$ cat src/rtl/fdl_ctrl.sv
// Fine delay line control loop: integrates phase-detector up/dn over fixed windows,
// steps the thermometer code q and hands overflow/underflow to the coarse stage.
//
//   state    | meaning
//   ---------+-----------------------------------------------------------
//   INTEG    | integrating up/dn samples, stepping q at each window end
//   REQ_WAIT | fine range exhausted, coarse request held until coarse_ack
module fdl_ctrl #(
  parameter int          WIN_LEN  = 16,
  parameter int          THRESH   = 4,
  parameter int          LOCK_CNT = 4,
  parameter logic [5:0]  RESET_Q  = 6'b111000
) (
  input  logic       clk_in,
  input  logic       rst_n,
  input  logic       en,
  input  logic       up,
  input  logic       dn,
  input  logic       coarse_ack,
  output logic [5:0] q,
  output logic       coarse_inc,
  output logic       coarse_dec,
  output logic       locked
);

  localparam int WW = $clog2(WIN_LEN);
  localparam int AW = WW + 2;
  localparam int LW = $clog2(LOCK_CNT + 1);

  localparam logic signed [AW-1:0] THR     = AW'(THRESH);
  localparam logic signed [AW-1:0] NEG_THR = -AW'(THRESH);
  localparam logic [WW-1:0]        WIN_END = WW'(WIN_LEN - 1);
  localparam logic [LW-1:0]        LOCK_MAX = LW'(LOCK_CNT);

  localparam logic [5:0] Q_FULL  = 6'b111111;
  localparam logic [5:0] Q_EMPTY = 6'b000000;

  typedef enum logic {INTEG, REQ_WAIT} state_t;
  typedef enum logic [1:0] {DIR_NONE, DIR_INC, DIR_DEC} dir_t;

  state_t               state;
  dir_t                 last_dir;
  logic signed [AW-1:0] acc;
  logic [WW-1:0]        win_cnt;
  logic [LW-1:0]        lock_cnt;

  logic signed [AW-1:0] acc_next;
  logic                 win_end;
  logic                 dec_inc;
  logic                 dec_dec;
  logic [LW-1:0]        lock_cnt_next;

  always_comb begin
    acc_next = acc;
    if (up && !dn)
      acc_next = acc + AW'(1);
    else if (dn && !up)
      acc_next = acc - AW'(1);

    win_end = (win_cnt == WIN_END);
    dec_inc = (acc_next >= THR);
    dec_dec = (acc_next <= NEG_THR);

    // A hold or a reversal counts toward lock; a repeated or first step restarts it.
    lock_cnt_next = '0;
    if ((!dec_inc && !dec_dec) ||
        (dec_inc && last_dir == DIR_DEC) ||
        (dec_dec && last_dir == DIR_INC)) begin
      if (lock_cnt == LOCK_MAX)
        lock_cnt_next = lock_cnt;
      else
        lock_cnt_next = lock_cnt + LW'(1);
    end
  end

  always_ff @(posedge clk_in or negedge rst_n) begin
    if (!rst_n) begin
      state      <= INTEG;
      last_dir   <= DIR_NONE;
      acc        <= '0;
      win_cnt    <= '0;
      lock_cnt   <= '0;
      q          <= RESET_Q;
      coarse_inc <= 1'b0;
      coarse_dec <= 1'b0;
      locked     <= 1'b0;
    end else begin
      case (state)
        INTEG: begin
          if (en) begin
            if (!win_end) begin
              acc     <= acc_next;
              win_cnt <= win_cnt + WW'(1);
            end else begin
              acc      <= '0;
              win_cnt  <= '0;
              lock_cnt <= lock_cnt_next;
              locked   <= (lock_cnt_next == LOCK_MAX);
              if (dec_inc) begin
                last_dir <= DIR_INC;
                if (q == Q_FULL) begin
                  coarse_inc <= 1'b1;
                  state      <= REQ_WAIT;
                end else begin
                  q <= {1'b1, q[5:1]};
                end
              end else if (dec_dec) begin
                last_dir <= DIR_DEC;
                if (q == Q_EMPTY) begin
                  coarse_dec <= 1'b1;
                  state      <= REQ_WAIT;
                end else begin
                  q <= {q[4:0], 1'b0};
                end
              end
            end
          end
        end

        REQ_WAIT: begin
          if (coarse_ack) begin
            // Re-centre at the opposite end: the coarse step absorbed the full fine range.
            q          <= coarse_inc ? Q_EMPTY : Q_FULL;
            coarse_inc <= 1'b0;
            coarse_dec <= 1'b0;
            acc        <= '0;
            win_cnt    <= '0;
            lock_cnt   <= '0;
            locked     <= 1'b0;
            last_dir   <= DIR_NONE;
            state      <= INTEG;
          end
        end

        default: state <= INTEG;
      endcase
    end
  end

endmodule
$ cat config.mk
export PLATFORM = sky130hd
export DESIGN_NAME = fdl_ctrl
export DESIGN_NICKNAME = d
export VERILOG_FILES = /design/src/rtl/fdl_ctrl.sv
export SDC_FILE = /design/constraint.sdc
export NUM_CORES = 1
export LEC_CHECK = 0
export ABC_AREA = 1
export BUFFER_PORTS_ARGS = -buffer_cell sky130_fd_sc_hd__buf_2
export CAP_MARGIN = 20
export CORE_ASPECT_RATIO = 0.8
export CORE_MARGIN = 2
export CORE_UTILIZATION = 58
export CTS_CLUSTER_DIAMETER = 80
export DETAILED_ROUTE_END_ITERATION = 7
export GPL_TIMING_DRIVEN = 1
export PLACE_DENSITY = 0.78
export SLEW_MARGIN = 30
export SYNTH_ARGS = -nofsm -noshare
export SYNTH_HDL_FRONTEND = slang
export SYNTH_SLANG_ARGS = --single-unit
$ cat constraint.sdc
create_clock -name clk_in -period 2.3 [get_ports clk_in]
set_input_delay 0.115 -clock clk_in [delete_from_list [all_inputs] [get_ports clk_in]]
set_output_delay 0.115 -clock clk_in [all_outputs]
set_load 0.1 [all_outputs]
==> run_summary.xml <==
<?xml version="1.0" encoding="UTF-8"?>
<metrics>
  <group name="worst_setup_path">
    <metric name="critPathRequiredTime" unit="ps">2550</metric>
    <metric name="cp_slowest_stage_delay" unit="ps">430</metric>
    <metric name="worst_setup_path_start_kind" unit="">flop</metric>
    <metric name="critical_path_peak_fanout" unit="">8</metric>
    <metric name="crit_path_frequent_cell" unit="">nand2_1</metric>
    <metric name="cp.arrival" unit="ps">2220</metric>
    <metric name="worst_setup_path_end_kind" unit="">flop</metric>
    <metric name="crit_path_top_delay_cell" unit="">dfrtp_1</metric>
    <metric name="path_type_of_the_worst_setup_path" unit="">flop to flop</metric>
    <metric name="critical_path_cell_by_cell" unit="">inv_2 &gt; ha_1 &gt; o21ai_0 &gt; nand2_1 &gt; nor2_1 &gt; nor2_1 &gt; nand3_1 &gt; nand3_1 &gt; nand2_4 &gt; nand2_4 &gt; nand2_1 &gt; nand2_1</metric>
  </group>
  <group name="global_route">
    <metric name="grt_max_degree" unit="">26</metric>
    <metric name="grt_use_total" unit="%">23.7</metric>
    <metric name="grt.overflow.total" unit="">0</metric>
    <metric name="number_of_antenna_violations_at_the_first_check_in_global_routing" unit="">0</metric>
    <metric name="grt_pass1_vias" unit="">1394</metric>
    <metric name="grt_first_pass_wirelength" unit="mm">6.00</metric>
  </group>
  <group name="synth">
    <metric name="postSynthCellCount" unit="">220</metric>
    <metric name="synth_enable_flop_cells" unit="">0</metric>
    <metric name="synth-main-ff-cell" unit="">dfrtp_1</metric>
    <metric name="syn-num-nets" unit="">231</metric>
    <metric name="synthesis.area_per_instance" unit="um^2">7.32</metric>
    <metric name="ys_ff_latch" unit="">25</metric>
    <metric name="synth.yosys.warnings" unit="">0</metric>
    <metric name="async_flop_share" unit="%">100</metric>
    <metric name="yosysUniqueCellTypes" unit="">25</metric>
    <metric name="synthesis.area" unit="um^2">1610</metric>
    <metric name="ys_seq_area_share" unit="%">39.1</metric>
  </group>
  <group name="finish">
    <metric name="syn_to_final_growth" unit="%">9.95</metric>
    <metric name="nNetsFinal" unit="">251</metric>
    <metric name="count_of_antenna_diodes_in_the_layout" unit="">0</metric>
    <metric name="drive_above_1_share" unit="%">17.6</metric>
  </group>
  <group name="sta">
    <metric name="setup_total_negative_slack" unit="ps">0</metric>
    <metric name="final-max-slew-violation-count" unit="">0</metric>
    <metric name="worst_setup_skew_after_layout" unit="ps">22.8</metric>
    <metric name="fmax" unit="MHz">507</metric>
    <metric name="layout_min_cycle_time" unit="ps">1970</metric>
    <metric name="post-route-worst-setup-slack" unit="ps">327</metric>
    <metric name="final-hold-violation-count" unit="">0</metric>
    <metric name="slew_at_the_pin_with_the_worst_max_slew_slack" unit="ps">595</metric>
    <metric name="rsz0062_at_grt" unit="">false</metric>
    <metric name="finalSetupViolCount" unit="">0</metric>
    <metric name="final.period_utilization" unit="%">85.8</metric>
    <metric name="slew_headroom" unit="%">59.3</metric>
  </group>
  <group name="cts">
    <metric name="cts_sinks" unit="">25</metric>
    <metric name="clkSlewWorstSetupHoldPaths" unit="ps">150</metric>
    <metric name="cts_tree" unit="">yes</metric>
    <metric name="clk_root_buffer_cell" unit="">clkbuf_4</metric>
    <metric name="worstSkewPairLatency" unit="ps">340</metric>
    <metric name="postCtsSetupBuffers" unit="">0</metric>
    <metric name="h-tree-depth" unit="">1</metric>
    <metric name="cts_inserted_buffers" unit="">3</metric>
    <metric name="cts_buffer_depth" unit="">2</metric>
  </group>
  <group name="flow_run">
    <metric name="maxCapViolations" unit="">0</metric>
  </group>
  <group name="floorplan">
    <metric name="die_outline_width" unit="um">62.9</metric>
    <metric name="num_io_pins" unit="">15</metric>
    <metric name="die_area" unit="um^2">3220</metric>
    <metric name="die_height" unit="um">51.1</metric>
    <metric name="floorplan.initialDensity" unit="%">59.6</metric>
    <metric name="row_count" unit="">17</metric>
    <metric name="core_area" unit="um^2">2700</metric>
  </group>
  <group name="route">
    <metric name="drt_wl_total" unit="mm">3.37</metric>
    <metric name="drt_first_iter_violations" unit="">103</metric>
    <metric name="route.vias.total" unit="">1505</metric>
    <metric name="vias_per_cell" unit="">5.43</metric>
    <metric name="drc" unit="">0</metric>
    <metric name="count_of_antenna_violating_nets_left_after_detailed_routing" unit="">0</metric>
    <metric name="drt_pass1_iterations" unit="">4</metric>
    <metric name="routed_wire_length_per_instance" unit="um">12.2</metric>
  </group>
  <group name="status">
    <metric name="outcome" unit="">complete, no violations</metric>
  </group>
  <group name="placed_design">
    <metric name="placement.setup.worst_slack" unit="ps">393</metric>
    <metric name="place_hpwl" unit="mm">2.49</metric>
    <metric name="port_buffers" unit="">14</metric>
    <metric name="place_congestion" unit="">0.883</metric>
  </group>
  <group name="pwr">
    <metric name="vdd_drop_max" unit="uV">566</metric>
    <metric name="cellPowerDensity" unit="nW/um^2">1430</metric>
    <metric name="total_leakage_power" unit="nW">0.951</metric>
  </group>
  <group name="hold_path">
    <metric name="hold_path_class" unit="">primary input to flop</metric>
  </group>
</metrics>
[metal layers]
layer  wire (um)  up-vias  global-route usage [%]
li1            -      771                       -
met4          51        0                    8.89
met5           0        -                       0
met2        1460       35                    36.5
met3         171        9                    4.41
met1        1680      690                    33.4
[cells in the final DEF (no fill, tap or decap), types with 2 or more instances in the layout]
master         synthesis  final
inv_2                  5      5
o22ai_1                4      4
dfstp_2                3      3
nor2_1                14     14
ha_1                   5      5
clkbuf_4               0      3
nand2_1               56     56
nand4_1               10     10
nand2_2                6      6
buf_2                  0     14
dfrtp_1               22     22
o21ai_0                8      8
dlygate4sd3_1          0      2
o21ai_1                2      2
xor2_1                 2      2
nor3_1                 4      4
a21oi_1                3      3
nor2_2                 3      3
nand2_4                5      5
nand3_1               34     34
inv_1                 27     27
[where the power goes]
group	switching, mW	internal (mW)	total (mW)	leakage (nW)
clock	0.138	0.0682	0.206	0.0150
sequential	0.169	0.621	0.790	0.311
combinational	1.13	0.414	1.54	0.625
total	1.43	1.10	2.54	0.951
[stage by stage]
step                power, mW  hold WS (ps)  cell area, um^2  utilization, %  std cells
floorplan                2.05          -181             1610               -        220
CTS                      2.53           216             1770            65.5        277
global route             2.76           306             1770            65.5        277
finish                   2.54           220             1770            65.5        277
detailed placement       2.32           133             1720            63.8        271
global placement         2.31           137             1720            63.8        271
[critical path, delay by kind of cell, from the launching register on]
kind,cells,cell delay [ps]
AOI/OAI and AO/OA,1,160
adders and majority gates,1,300
buffers and inverters,1,80
DFF,1,430
and+or+nand+nor,9,920
[Yosys cell counts, types with 3 or more instances]
cell / n / area share, %
nor3_1: 4 / 1.2
ha_1: 5 / 3.9
nand3_1: 34 / 11
a21oi_1: 3 / 0.93
dfstp_2: 3 / 4.9
nand4_1: 10 / 3.9
nand2_1: 56 / 13
inv_1: 27 / 6.3
o22ai_1: 4 / 1.6
o21ai_0: 8 / 2.5
inv_2: 5 / 1.2
nand2_2: 6 / 2.3
dfrtp_1: 22 / 34
nor2_2: 3 / 1.2
nand2_4: 5 / 3.5
nor2_1: 14 / 3.3
[what timing repair did]
action / 4_1_cts / 5_1_grt
gates resized for setup: 0 / 0
hold buffers: 2 / 0
hold endpoints to repair: 23 / 0
[registers in the layout, indices dropped and copies added, names as in the netlist]
register,cells
state,1
q,6
coarse_dec,1
lock_cnt,3
acc,6
last_dir,2
locked,1
coarse_inc,1
win_cnt,4
[cell type report]
cell class,instances,area [um^2]
inverter,32,120
timing repair buffer,17,97.6
tap,38,47.5
sequential,25,629
clock buffer,4,26.3
multi-input combinational,161,850
fill,249,931
[cell families after synthesis]
| kind of cell | share of synthesized area [%] |
|---|---|
| xor+xnor | 1.09 |
| buf+inv | 8.16 |
| fa+ha+maj | 3.89 |
| simple gates | 41.1 |
| flops | 39.1 |
| compound gates | 6.68 |
[final timing paths]
path | from | to | slack [ps] | cells past startpoint
max | acc[0]$_DFFE_PN0P_ | q[0]$_DFFE_PN0P_ | 330 | 12
min | en | win_cnt[2]$_DFFE_PN0P_ | 220 | 4
max reg2reg | acc[0]$_DFFE_PN0P_ | q[0]$_DFFE_PN0P_ | 330 | 12
min reg2reg | q[5]$_DFFE_PN1P_ | q[5]$_DFFE_PN1P_ | 500 | 2
max in group asynchronous | rst_n | last_dir[0]$_DFFE_PN0P_ | 1620 | 2
min in group asynchronous | rst_n | acc[3]$_DFFE_PN0P_ | 280 | 2
Power figures use the tool's default switching activity.
